--- src/rtl/multicycle_control_if.sv ---
// Handshake/control bundle between the multicycle controller and its datapath/testbench.
interface multicycle_control_if;
    logic        start_i;
    logic [5:0]  op_i;
    logic        mem_ready_i;

    logic        PCWrite_o;
    logic        PCWriteCond_o;
    logic        IorD_o;
    logic        MemRead_o;
    logic        MemWrite_o;
    logic        IRWrite_o;
    logic        MemtoReg_o;
    logic        RegWrite_o;
    logic        RegDst_o;
    logic        ALUSrcA_o;
    logic [1:0]  ALUSrcB_o;
    logic [1:0]  PCSource_o;
    logic [1:0]  ALUOp_o;
    logic        err_o;
    logic [3:0]  state_o;
    logic [31:0] instret_o;

    // Stimulus side: drives start/opcode/memory-ready, observes controls.
    modport master (
        output start_i, op_i, mem_ready_i,
        input  PCWrite_o, PCWriteCond_o, IorD_o, MemRead_o, MemWrite_o, IRWrite_o,
               MemtoReg_o, RegWrite_o, RegDst_o, ALUSrcA_o, ALUSrcB_o, PCSource_o,
               ALUOp_o, err_o, state_o, instret_o
    );

    // Controller side.
    modport slave (
        input  start_i, op_i, mem_ready_i,
        output PCWrite_o, PCWriteCond_o, IorD_o, MemRead_o, MemWrite_o, IRWrite_o,
               MemtoReg_o, RegWrite_o, RegDst_o, ALUSrcA_o, ALUSrcB_o, PCSource_o,
               ALUOp_o, err_o, state_o, instret_o
    );
endinterface

--- src/rtl/multicycle_control.sv ---
// Moore-style control FSM for a classic multicycle MIPS-like datapath,
// with memory-wait stalls and a retired-instruction counter.
module multicycle_control (
    input  logic                 clk_i,
    input  logic                 rst_i,
    multicycle_control_if.slave  bus
);

    typedef enum logic [3:0] {
        S_IDLE    = 4'd0,
        S_FETCH   = 4'd1,
        S_DECODE  = 4'd2,
        S_MEMADDR = 4'd3,
        S_MEMRD   = 4'd4,
        S_MEMWB   = 4'd5,
        S_MEMWR   = 4'd6,
        S_EXEC    = 4'd7,
        S_RWB     = 4'd8,
        S_IEXEC   = 4'd9,
        S_IWB     = 4'd10,
        S_BRANCH  = 4'd11,
        S_JUMP    = 4'd12
    } state_e;

    localparam logic [5:0] OP_RTYPE = 6'b000000;
    localparam logic [5:0] OP_ADDI  = 6'b001000;
    localparam logic [5:0] OP_LW    = 6'b100011;
    localparam logic [5:0] OP_SW    = 6'b101011;
    localparam logic [5:0] OP_BEQ   = 6'b000100;
    localparam logic [5:0] OP_J     = 6'b000010;

    state_e      state_q, state_d;
    logic [31:0] instret_q, instret_d;
    logic        retire;

    logic        pc_write, pc_write_cond, iord, mem_read, mem_write, ir_write;
    logic        mem_to_reg, reg_write, reg_dst, alu_src_a, err;
    logic [1:0]  alu_src_b, pc_source, alu_op;

    // State register; reset returns to IDLE asynchronously so controls drop at once.
    always_ff @(posedge clk_i or posedge rst_i) begin
        if (rst_i) state_q <= S_IDLE;
        else       state_q <= state_d;
    end

    // Next-state logic: memory states stall on mem_ready_i, IDLE is left only via start_i.
    always_comb begin
        state_d = state_q;
        unique case (state_q)
            S_IDLE:    if (bus.start_i) state_d = S_FETCH;
            S_FETCH:   if (bus.mem_ready_i) state_d = S_DECODE;
            S_DECODE: begin
                unique case (bus.op_i)
                    OP_RTYPE:      state_d = S_EXEC;
                    OP_ADDI:       state_d = S_IEXEC;
                    OP_LW, OP_SW:  state_d = S_MEMADDR;
                    OP_BEQ:        state_d = S_BRANCH;
                    OP_J:          state_d = S_JUMP;
                    default:       state_d = S_FETCH;
                endcase
            end
            S_MEMADDR: state_d = (bus.op_i == OP_LW) ? S_MEMRD : S_MEMWR;
            S_MEMRD:   if (bus.mem_ready_i) state_d = S_MEMWB;
            S_MEMWR:   if (bus.mem_ready_i) state_d = S_FETCH;
            S_MEMWB:   state_d = S_FETCH;
            S_EXEC:    state_d = S_RWB;
            S_RWB:     state_d = S_FETCH;
            S_IEXEC:   state_d = S_IWB;
            S_IWB:     state_d = S_FETCH;
            S_BRANCH:  state_d = S_FETCH;
            S_JUMP:    state_d = S_FETCH;
            default:   state_d = S_IDLE;
        endcase
    end

    // Control decode from the registered state; only the fetch-completion
    // strobes look at mem_ready_i, and err looks at the latched opcode in DECODE.
    always_comb begin
        pc_write      = 1'b0;
        pc_write_cond = 1'b0;
        iord          = 1'b0;
        mem_read      = 1'b0;
        mem_write     = 1'b0;
        ir_write      = 1'b0;
        mem_to_reg    = 1'b0;
        reg_write     = 1'b0;
        reg_dst       = 1'b0;
        alu_src_a     = 1'b0;
        alu_src_b     = 2'b00;
        pc_source     = 2'b00;
        alu_op        = 2'b00;
        err           = 1'b0;
        unique case (state_q)
            S_FETCH: begin
                mem_read  = 1'b1;
                alu_src_b = 2'b01;
                ir_write  = bus.mem_ready_i;
                pc_write  = bus.mem_ready_i;
            end
            S_DECODE: begin
                alu_src_b = 2'b11;
                err = !(bus.op_i inside {OP_RTYPE, OP_ADDI, OP_LW, OP_SW, OP_BEQ, OP_J});
            end
            S_MEMADDR: begin
                alu_src_a = 1'b1;
                alu_src_b = 2'b10;
            end
            S_MEMRD: begin
                mem_read = 1'b1;
                iord     = 1'b1;
            end
            S_MEMWR: begin
                mem_write = 1'b1;
                iord      = 1'b1;
            end
            S_MEMWB: begin
                reg_write  = 1'b1;
                mem_to_reg = 1'b1;
            end
            S_EXEC: begin
                alu_src_a = 1'b1;
                alu_op    = 2'b11;
            end
            S_RWB: begin
                reg_write = 1'b1;
                reg_dst   = 1'b1;
            end
            S_IEXEC: begin
                alu_src_a = 1'b1;
                alu_src_b = 2'b10;
                alu_op    = 2'b10;
            end
            S_IWB:     reg_write = 1'b1;
            S_BRANCH: begin
                alu_src_a     = 1'b1;
                alu_op        = 2'b01;
                pc_write_cond = 1'b1;
                pc_source     = 2'b01;
            end
            S_JUMP: begin
                pc_write  = 1'b1;
                pc_source = 2'b10;
            end
            default: ;
        endcase
    end

    // An instruction retires on the clock edge that leaves its final state.
    always_comb begin
        retire = 1'b0;
        unique case (state_q)
            S_MEMWB, S_RWB, S_IWB, S_BRANCH, S_JUMP: retire = 1'b1;
            S_MEMWR: retire = bus.mem_ready_i;
            default: retire = 1'b0;
        endcase
        instret_d = retire ? instret_q + 32'd1 : instret_q;
    end

    // Retired-instruction counter, wraps naturally at 2^32.
    always_ff @(posedge clk_i or posedge rst_i) begin
        if (rst_i) instret_q <= 32'd0;
        else       instret_q <= instret_d;
    end

    assign bus.PCWrite_o     = pc_write;
    assign bus.PCWriteCond_o = pc_write_cond;
    assign bus.IorD_o        = iord;
    assign bus.MemRead_o     = mem_read;
    assign bus.MemWrite_o    = mem_write;
    assign bus.IRWrite_o     = ir_write;
    assign bus.MemtoReg_o    = mem_to_reg;
    assign bus.RegWrite_o    = reg_write;
    assign bus.RegDst_o      = reg_dst;
    assign bus.ALUSrcA_o     = alu_src_a;
    assign bus.ALUSrcB_o     = alu_src_b;
    assign bus.PCSource_o    = pc_source;
    assign bus.ALUOp_o       = alu_op;
    assign bus.err_o         = err;
    assign bus.state_o       = state_q;
    assign bus.instret_o     = instret_q;

endmodule

--- src/flat_wrapper.sv ---
// flat-port wrapper written by rule: the top's interface ports become plain ports
module multicycle_control_flat 
  (clk_i, rst_i, bus_start_i, bus_op_i, bus_mem_ready_i, bus_PCWrite_o, bus_PCWriteCond_o, bus_IorD_o, bus_MemRead_o, bus_MemWrite_o, bus_IRWrite_o, bus_MemtoReg_o, bus_RegWrite_o, bus_RegDst_o, bus_ALUSrcA_o, bus_ALUSrcB_o, bus_PCSource_o, bus_ALUOp_o, bus_err_o, bus_state_o, bus_instret_o);
  multicycle_control_if bus_i ();
  input  logic clk_i;
  input  logic rst_i;
  input wire logic [$bits(bus_i.start_i)-1:0] bus_start_i;
  input wire logic [$bits(bus_i.op_i)-1:0] bus_op_i;
  input wire logic [$bits(bus_i.mem_ready_i)-1:0] bus_mem_ready_i;
  output wire logic [$bits(bus_i.PCWrite_o)-1:0] bus_PCWrite_o;
  output wire logic [$bits(bus_i.PCWriteCond_o)-1:0] bus_PCWriteCond_o;
  output wire logic [$bits(bus_i.IorD_o)-1:0] bus_IorD_o;
  output wire logic [$bits(bus_i.MemRead_o)-1:0] bus_MemRead_o;
  output wire logic [$bits(bus_i.MemWrite_o)-1:0] bus_MemWrite_o;
  output wire logic [$bits(bus_i.IRWrite_o)-1:0] bus_IRWrite_o;
  output wire logic [$bits(bus_i.MemtoReg_o)-1:0] bus_MemtoReg_o;
  output wire logic [$bits(bus_i.RegWrite_o)-1:0] bus_RegWrite_o;
  output wire logic [$bits(bus_i.RegDst_o)-1:0] bus_RegDst_o;
  output wire logic [$bits(bus_i.ALUSrcA_o)-1:0] bus_ALUSrcA_o;
  output wire logic [$bits(bus_i.ALUSrcB_o)-1:0] bus_ALUSrcB_o;
  output wire logic [$bits(bus_i.PCSource_o)-1:0] bus_PCSource_o;
  output wire logic [$bits(bus_i.ALUOp_o)-1:0] bus_ALUOp_o;
  output wire logic [$bits(bus_i.err_o)-1:0] bus_err_o;
  output wire logic [$bits(bus_i.state_o)-1:0] bus_state_o;
  output wire logic [$bits(bus_i.instret_o)-1:0] bus_instret_o;
  assign bus_i.start_i = bus_start_i;
  assign bus_i.op_i = bus_op_i;
  assign bus_i.mem_ready_i = bus_mem_ready_i;
  assign bus_PCWrite_o = bus_i.PCWrite_o;
  assign bus_PCWriteCond_o = bus_i.PCWriteCond_o;
  assign bus_IorD_o = bus_i.IorD_o;
  assign bus_MemRead_o = bus_i.MemRead_o;
  assign bus_MemWrite_o = bus_i.MemWrite_o;
  assign bus_IRWrite_o = bus_i.IRWrite_o;
  assign bus_MemtoReg_o = bus_i.MemtoReg_o;
  assign bus_RegWrite_o = bus_i.RegWrite_o;
  assign bus_RegDst_o = bus_i.RegDst_o;
  assign bus_ALUSrcA_o = bus_i.ALUSrcA_o;
  assign bus_ALUSrcB_o = bus_i.ALUSrcB_o;
  assign bus_PCSource_o = bus_i.PCSource_o;
  assign bus_ALUOp_o = bus_i.ALUOp_o;
  assign bus_err_o = bus_i.err_o;
  assign bus_state_o = bus_i.state_o;
  assign bus_instret_o = bus_i.instret_o;
  multicycle_control u_core (.clk_i(clk_i), .rst_i(rst_i), .bus(bus_i));
endmodule
--- config.mk ---
export PLATFORM = sky130hd
export DESIGN_NAME = multicycle_control_flat
export DESIGN_NICKNAME = d
export VERILOG_FILES = /design/src/rtl/multicycle_control_if.sv /design/src/rtl/multicycle_control.sv /design/src/flat_wrapper.sv
export SDC_FILE = /design/constraint.sdc
export NUM_CORES = 1
export LEC_CHECK = 0
export CAP_MARGIN = 20
export CELL_PAD_IN_SITES_DETAIL_PLACEMENT = 1
export CELL_PAD_IN_SITES_GLOBAL_PLACEMENT = 1
export CORE_MARGIN = 1
export CORE_UTILIZATION = 37
export DETAILED_ROUTE_END_ITERATION = 7
export PLACE_DENSITY_LB_ADDON = 0.25
export SYNTH_ARGS = -nofsm -noshare
export SYNTH_HDL_FRONTEND = slang
export SYNTH_SLANG_ARGS = --single-unit
--- constraint.sdc ---
create_clock -name clk_i -period 5.4 [get_ports clk_i]
set_clock_uncertainty 0.1 [all_clocks]
set_input_delay 1.08 -clock clk_i [delete_from_list [all_inputs] [get_ports clk_i]]
set_output_delay 1.08 -clock clk_i [all_outputs]
set_load 0.01 [all_outputs]
Yosys cells after proc, flatten, opt, wreduce, memory -nomap -nowiden
Cells that the tools add are included.
{ "op_classes": {"n_mux": 22, "n_reduce_logical": 12, "add_sub_neg": 1, "eq_ne": 21} }
{ "ops": {"columns": ["cell", "count"], "rows": [
  ["$pmux W4 S9", 1],
  ["$add A32 B1 Y32 const B", 1],
  ["$eq A4 B4 Y1 const B", 5],
  ["$pmux W4 S5", 1],
  ["$eq A4 B3 Y1 const B", 4],
  ["$mux W4", 4],
  ["$eq A6 B6 Y1 const B", 2],
  ["$pmux W2 S3", 2],
  ["$mux W1", 10],
  ["$eq A4 B2 Y1 const B", 2],
  ["$ne A2 B2 Y1 const B", 4],
  ["$reduce_or A2 Y1", 4],
  ["$eq A6 B2 Y1 const B", 1],
  ["$eq A6 B3 Y1 const B", 1],
  ["$eq A6 B4 Y1 const B", 1],
  ["$logic_not A6 Y1", 1],
  ["$reduce_bool A6 Y1", 1],
  ["$reduce_or A5 Y1", 1],
  ["$eq A4 B1 Y1 const B", 1],
  ["$logic_not A4 Y1", 1],
  ["$pmux W1 S2", 2],
  ["$pmux W2 S2", 1],
  ["$reduce_and A4 Y1", 1],
  ["$reduce_or A4 Y1", 1],
  ["other kinds (3)", 3]
]} }
{ "word_totals": {"output_inout_bits": 53, "regBits": 36, "wordCells": 58, "inputBits": 10} }

Logic depth before layout (Yosys ltp)
Gate-level depths: netlist of the first run.
{ "depth": {"word_depth": 4, "ltp_mapped": 7, "ltp_nobuf": 5} }

Least setup slack after synthesis of the first run
OpenSTA, ideal clock, no wires.
{ "synth_path": {"path_kind": "input -> output", "startpoint": "input port bus_op_i[2]", "endpoint": "output port bus_err_o", "t_required_ns": 4.220, "t_arrival_ns": 1.737, "cell_stages": 5, "path_buffers": 0, "path_slack_ns": 2.483, "cell_sequence": "maj3_1 > nor3_1 > nor2_1 > nor2_1 > nor4_1"} }
{ "synth_via": {"elab_chain_cells": 4, "word_cells_on_any_way": 9, "classes_between": "5 x eq/ne; 1 x mux; 3 x reduce/logical"} }
{ "synth_rtl": {"columns": ["item", "line_no", "rtl"], "rows": [
  ["from (decl)", "flat_wrapper.sv:8", "input wire logic [$bits(bus_i.op_i)-1:0] bus_op_i;"],
  ["$eq A6 B4 Y1 (tied with other cells)", "multicycle_control.sv:102", "err = !(bus.op_i inside {OP_RTYPE, OP_ADDI, OP_LW, OP_SW, OP_BEQ, OP_J});"],
  ["$reduce_bool A6 Y1 *", "multicycle_control.sv:102", null],
  ["$logic_not A1 Y1 *", "multicycle_control.sv:102", null],
  ["$mux W1 *", "multicycle_control.sv:93", "unique case (state_q)"],
  ["to (decl)", "flat_wrapper.sv:23", "output wire logic [$bits(bus_i.err_o)-1:0] bus_err_o;"]
]} }
Every way passes the cells marked *; elsewhere a longest branch is shown, timed or not.

Worst setup path in the final report of the first run
Ends and elaborated chain as after synthesis.

==> results.md, run 1 <==
- Status: finished, final reports clean
- Setup Fix Bufs, Post-CTS: 0
- Die Height: 75.24 um
- Synth unique cells: 40
- Final Max Slew Viols: 0
- Pwr per Cell Area: 352.0 nW/um^2
- Max clock buf depth: 2
- CTS Buf Count: 5
- Clk pwr share: 26.3%
- Detailed Place HPWL: 3.618 mm
- Storage cell area: 900.9 sq um
- Vias in the first global route: 1,773
- Final Hold Fails: 0
- DIE AREA: 5660 sq um
- Worst skew pair latency: 0.29 ns
- Tcrit/Tclk final: 73.94%
- Initial antenna violation count: 0
- Row cnt: 26
- Yosys Warn Count: 0
- Max-Slew Margin vs Limit: 50.98%
- CP Class: input port to output pin
- Routed Antenna Nets: 0
- CP peak stage delay: 0.52 ns
- N_diodes: 0
- Worst Setup Start Kind: input port
- IO Port Bufs: 62
- Vias per cell: 5.204
- Final setup vio count: 0
- RSZ-0062 raised after global routing: false
- Synth area leaders: dfrtp_1, xnor2_1, nand2_1
- Worst min path class: register to register
- Net Sw Frac: 33.21%
- Initial Utilization: 38.61%
- Layout cells sized above 1: 6.343%
- I/O pins: 63
- Wire per inst: 14.87 um
- Yosys top cell area share: 45.40%
- Largest net degree at the start of global routing: 37
- Die X-Extent: 75.24 um
- All-Layer GR Usage: 19.09%
- Sequential power share: 39.5%
- Avg Cell Area, Syn: 9.540 sq um
- Routed wire length: 5.026 mm
- Root Buffer: clkbuf_8
- CP required: 4.22 ns
- Global placement routability congestion: 0.7615
- Drt drc: 0
- VDD IR max: 0.0001807 V
- # Max-Cap Violations: 0
- Number of synthesized register bits: 36
- Syn nets: 219
- Vias: 1,759
- Post_cts resized: 0
- CORE AREA: 5140 sq um
- Netlist Area Pre-Place: 1984 sq um
- Cell-internal power: 654.5 uW
- Worst-margin pin slew: 0.7353 ns
- First-pass GRT wire length: 8.142 mm
- Fill cells: 613
- Design area: 2784 sq um
- Critical-path top delay cell: clkdlybuf4s50_1
- CP Capture Type: output pin
- LEAKAGE: 0.001120 uW
- Synthesized instance count: 208
- # hold bufs at CTS: 0
- Fmax: 0.2505 GHz
- Area delta synth->final: 40.29%
- Commonest non-fill, non-tap cell in the layout: clkdlybuf4s50_1
- Htree depth: 2
- Clk slew on worst S/H paths: 0.07 ns
- Cell taking the most area after synthesis: dfrtp_1
- Fin crit period: 3.993 ns
- Area of the multi-input gates: 1022 sq um
- Max FO, Critical Path: 6
- Crit path cell chain: clkdlybuf4s50_1, maj3_1, nor3_1, nor2_1, nor2_1, nor4_1, clkdlybuf4s50_1
- Worst EP arrival: 2.81 ns
- Combinational share of power: 34.1%
- Placed cell areas: 2658 sq um
- DR pass1 iterations: 3
- Sw power: 325.4 uW
- Commonest cells after routing, fill and taps aside: clkdlybuf4s50_1, dfrtp_1, xnor2_1
- Congestion Overflow GR: 0
- Final setup TNS: 0 ns
- CTS tree: yes
- Nets@finish: 278
- Part of the Yosys area used for sequential elements: 45.40%
- Clock sink total: 36
- Iteration-0 DRC Markers: 63
[synth_stat cells]
library cell and count:
nand2b_1 5, buf_4 1, a22o_1 1, mux2i_1 2, nor3_4 1, xnor2_1 30
a21boi_0 1, nand3_1 13, or3_1 1, o21ai_0 4, buf_2 1, o21bai_1 1
or2_2 2, or4_4 1, ha_1 1, nand2_1 20, nor2_1 11, o22ai_1 3
nor4_1 4, and3b_1 1, a22oi_1 1, buf_1 2, and4_1 2, and2_1 1
nor3_1 8, xor2_1 4, o41a_1 1, clkbuf_1 8, o311ai_0 1, nor2b_1 4
nand4_1 10, maj3_1 1, mux2_2 2, inv_1 3, dfrtp_1 36, and3_1 9
a21oi_1 8, o2111ai_1 1, nand4_2 1, o211ai_1 1
[flip-flops by register name, summed over array words and instances (netlist names)]
| name | count |
|---|---|
| u_core.bus.instret_o | 32 |
| u_core.bus.state_o | 4 |
[through the flow]
step	power, uW	hold slack [ns]	setup slack (ns)	std cells	util (%)
detailed placement	730.3	0.3896	1.414	330	51.70
floorplan	555.1	0.4076	2.483	208	-
finish	980.0	0.4011	1.407	338	54.16
global placement	719.0	0.3626	1.404	330	51.70
CTS	991.7	0.4062	1.400	338	54.16
global route	1040	0.4292	1.252	338	54.16
[layout make-up]
cell class	instances	share of cell area [%]
tap	70	3.146
clock inverter	1	1.079
multi-input combinational	157	36.72
clock buffer	7	3.461
sequential	36	32.36
inverter	3	0.4045
timing repair buffer	64	22.83
[power groups by stage]
stage | logic [uW] | registers (uW) | clock network, uW
floorplan | 204 | 351 | 0
global placement | 327 | 392 | 0
detailed placement | 337 | 394 | 0
CTS | 340 | 387 | 264
global route | 365 | 398 | 277
finish | 334 | 388 | 258
[logic make-up after synthesis]
family | synth area share (%)
fa+ha+maj | 1.135
simple gates | 25.85
mux | 2.144
flops | 45.40
buf+inv | 3.090
compound gates | 7.378
xor+xnor | 15.01
[critical path, delay by kind of cell]
kind,cells,cell delay (ns)
adder cells (fa/ha/maj),1,0.39
AND/OR/NAND/NOR,4,0.31
buffers and inverters,2,1.03
[path summary, 6_finish.rpt]
| check | from | end | slack [ns] | depth (start not counted) |
|---|---|---|---|---|
| setup / recovery | bus_op_i[2] | bus_err_o | 1.41 | 7 |
| hold / removal | u_core.bus.instret_o[8] | u_core.bus.instret_o[8] | 0.40 | 1 |
| setup reg to reg | u_core.bus.state_o[0] | u_core.bus.instret_o[6] | 3.08 | 5 |
| hold reg to reg | u_core.bus.instret_o[8] | u_core.bus.instret_o[8] | 0.40 | 1 |
| max in group asynchronous | rst_i | u_core.bus.instret_o[13] | 3.75 | 3 |
| min in group asynchronous | rst_i | u_core.bus.instret_o[25] | 1.12 | 3 |
[metal layers]
layer	track usage, %	part of all wire (%)	wire length (um)	vias up
li1	-	-	-	845
met1	24.03	46	2295	869
met2	32.73	50	2488	41
met3	5.489	4.1	207	4
met4	4.115	0.68	34	0
met5	0	0	0	-
Note: power is estimated with default switching activity, not from simulation.
==> run 2: changes to the inputs <==
CORE_UTILIZATION = 31   (was 37)
clock period = 3.6 ns   (was 5.4 ns; I/O delays follow)
==> run 2 against run 1 <==
- worst hold slack lost 0.032 ns
- critical path type unchanged
- first-iteration DRC count grew 14%
- register-to-register slack lost 1.8 ns
- largest cell class unchanged
- sequential share of layout area shrank 0.073 points
==> results.md, run 2 (synthesized netlist as in run 1, its figures left out) <==
- I/O pins: 63 (unchanged)
- CP Class: input port to output pin
- Reg2reg path depth: 5 (unchanged)
- Status: finished, final reports clean
- Post_cts resized: 0 (unchanged)
- Worst min path class: register to register
- RR Endpoint: u_core.bus.instret_o[28]
- DIE AREA: 6726 sq um (+19%)
- Wire per inst: 14.35 um (-3.5%)
- Final Hold Fails: 0 (unchanged)
- Fill cells: 700 (+14%)
- Hold Path Cell Cnt: 1 (unchanged)
- Die Height: 82.01 um (+9.0%)
- CTS Buf Count: 5 (unchanged)
- All-Layer GR Usage: 16.05% (-3.0 points)
- Iteration-0 DRC Markers: 72 (+14%)
- Fin crit period: 3.280 ns
- CTS tree: yes
- DR pass1 iterations: 4 (+1)
- Final Max Slew Viols: 0 (unchanged)
- Commonest cells after routing, fill and taps aside: clkdlybuf4s50_1, dfrtp_1, xnor2_1
- Worst EP arrival: 2.46 ns (-0.35 ns)
- CP Launch Point: bus_op_i[2]
- Clk slew on worst S/H paths: 0.07 ns (about the same)
- VDD IR max: 0.0002925 V (+62%)
- Worst skew pair latency: 0.29 ns (about the same)
- Clock sink total: 36 (unchanged)
- Routed Antenna Nets: 0 (unchanged)
- Global placement routability congestion: 0.7011 (-7.9%)
- Setup slack, reg-to-reg: 1.32 ns (-1.76 ns)
- Max clock buf depth: 2 (unchanged)
- Max FO, Critical Path: 6 (unchanged)
- IO Port Bufs: 62 (unchanged)
- Congestion Overflow GR: 0 (unchanged)
- Layout cells sized above 1: 6.343% (unchanged)
- Vias per cell: 5.064 (-2.7%)
- First-pass GRT wire length: 8.052 mm (-1.1%)
- Htree depth: 2 (unchanged)
- Worst-margin pin slew: 0.7232 ns (-0.01210 ns)
- Final setup TNS: 0 ns (unchanged)
- Nets@finish: 278 (unchanged)
- Hold Crit Start: u_core.bus.instret_o[31]
- Hold Path Sink: u_core.bus.instret_o[31]
- Max-Slew Margin vs Limit: 51.79% (+0.81 points)
- Critical-path top delay cell: clkdlybuf4s50_1
- Worst Setup Start Kind: input port
- # hold bufs at CTS: 0 (unchanged)
- Pwr per Cell Area: 525.6 nW/um^2 (+49%)
- Area delta synth->final: 40.61%
- # Max-Cap Violations: 0 (unchanged)
- LEAKAGE: 0.001120 uW (unchanged)
- Commonest non-fill, non-tap cell in the layout: clkdlybuf4s50_1
- Setup Fix Bufs, Post-CTS: 0 (unchanged)
- Vias: 1,737 (-1.3%)
- Worst reg2reg path startpoint: u_core.bus.state_o[0]
- Vias in the first global route: 1,612 (-9.1%)
- Family with the most delay on the worst path: buffers and inverters
- CP Capture Type: output pin
- WP buf/inv: 2 (unchanged)
- Drt drc: 0 (unchanged)
- Largest net degree at the start of global routing: 37 (unchanged)
- N_diodes: 0 (unchanged)
- Row cnt: 28 (+7.7%)
- Fmax: 0.3049 GHz
- Root Buffer: clkbuf_8
- Max reg flops: 32 (unchanged)
- RSZ-0062 raised after global routing: false
- CP required: 2.78 ns (-1.44 ns)
- Final setup vio count: 0 (unchanged)
- Detailed Place HPWL: 3.478 mm (-3.9%)
- Crit path cell chain: clkdlybuf4s50_1, maj3_1, nor3_1, nor2_1, nor2_1, nor4_1, clkdlybuf4s50_1
- Core Util, Final: 46.04% (-8.1 points)
- CP peak stage delay: 0.51 ns (about the same)
- Routed wire length: 4.922 mm (-2.1%)
- CORE AREA: 6061 sq um (+18%)
- Die X-Extent: 82.01 um (+9.0%)
- Initial antenna violation count: 0 (unchanged)
- Tcrit/Tclk final: 91.11%
- Initial Utilization: 32.74% (-5.9 points)
-- run 2: cell counts in the layout (fill, tap and decap cells not counted) --
Identical to the previous run, type by type.
-- run 2: final cells by class --
| cell class | instances | area, sq um | area share, % |
|---|---|---|---|
| clock buffers | 7 | 96.34 | 3.453 |
| well taps | 75 | 93.84 | 3.363 |
| multi-input cells | 157 | 1022 | 36.64 |
| flip-flops and latches | 36 | 900.9 | 32.29 |
| clock inverters | 1 | 30.03 | 1.076 |
| repair buffers | 64 | 635.6 | 22.78 |
| inverters | 3 | 11.26 | 0.4036 |
-- run 2: metal layers --
metal  track usage, %  vias to the layer above  share of wire, %
li1                 -                      846                 -
met1            21.36                      848                47
met2            24.63                       38                47
met3            4.556                        5               4.3
met4            5.789                        0               1.6
met5                0                        -                 0
-- run 2: through the flow --
step,cell area (sq um),setup WS (ns),hold slack [ns],std cells,total power (uW)
after floorplan,1984,1.382,0.4076,208,832.6
after global placement,2664,0.3271,0.3604,335,1085
after detailed placement,2664,0.3262,0.3664,335,1087
after CTS,2790,0.3091,0.3767,343,1490
after global routing,2790,0.1915,0.3910,343,1562
final,2790,0.3200,0.3694,343,1467
-- run 2: worst max-delay path by stage --
stage                    end  slack (ns)  cells after the start
3_5_place_dp       bus_err_o        0.33                      7
6_report           bus_err_o        0.32                      7
3_3_place_gp       bus_err_o        0.33                      7
2_1_floorplan  bus_MemRead_o        1.38                      4
4_1_cts            bus_err_o        0.31                      7
5_1_grt            bus_err_o        0.19                      7
-- run 2: power by group --
group | total (uW) | internal [uW] | switching, uW
sequential | 579 | 449 | 131
combinational | 491 | 288 | 204
clock | 396 | 244 | 151
total | 1470 | 981 | 486
==> run 3: changes to the inputs <==
SLEW_MARGIN = 20   (was default)
==> results of run 3 <==
The final DEF is identical to that of run 2; final timing and power are the same.
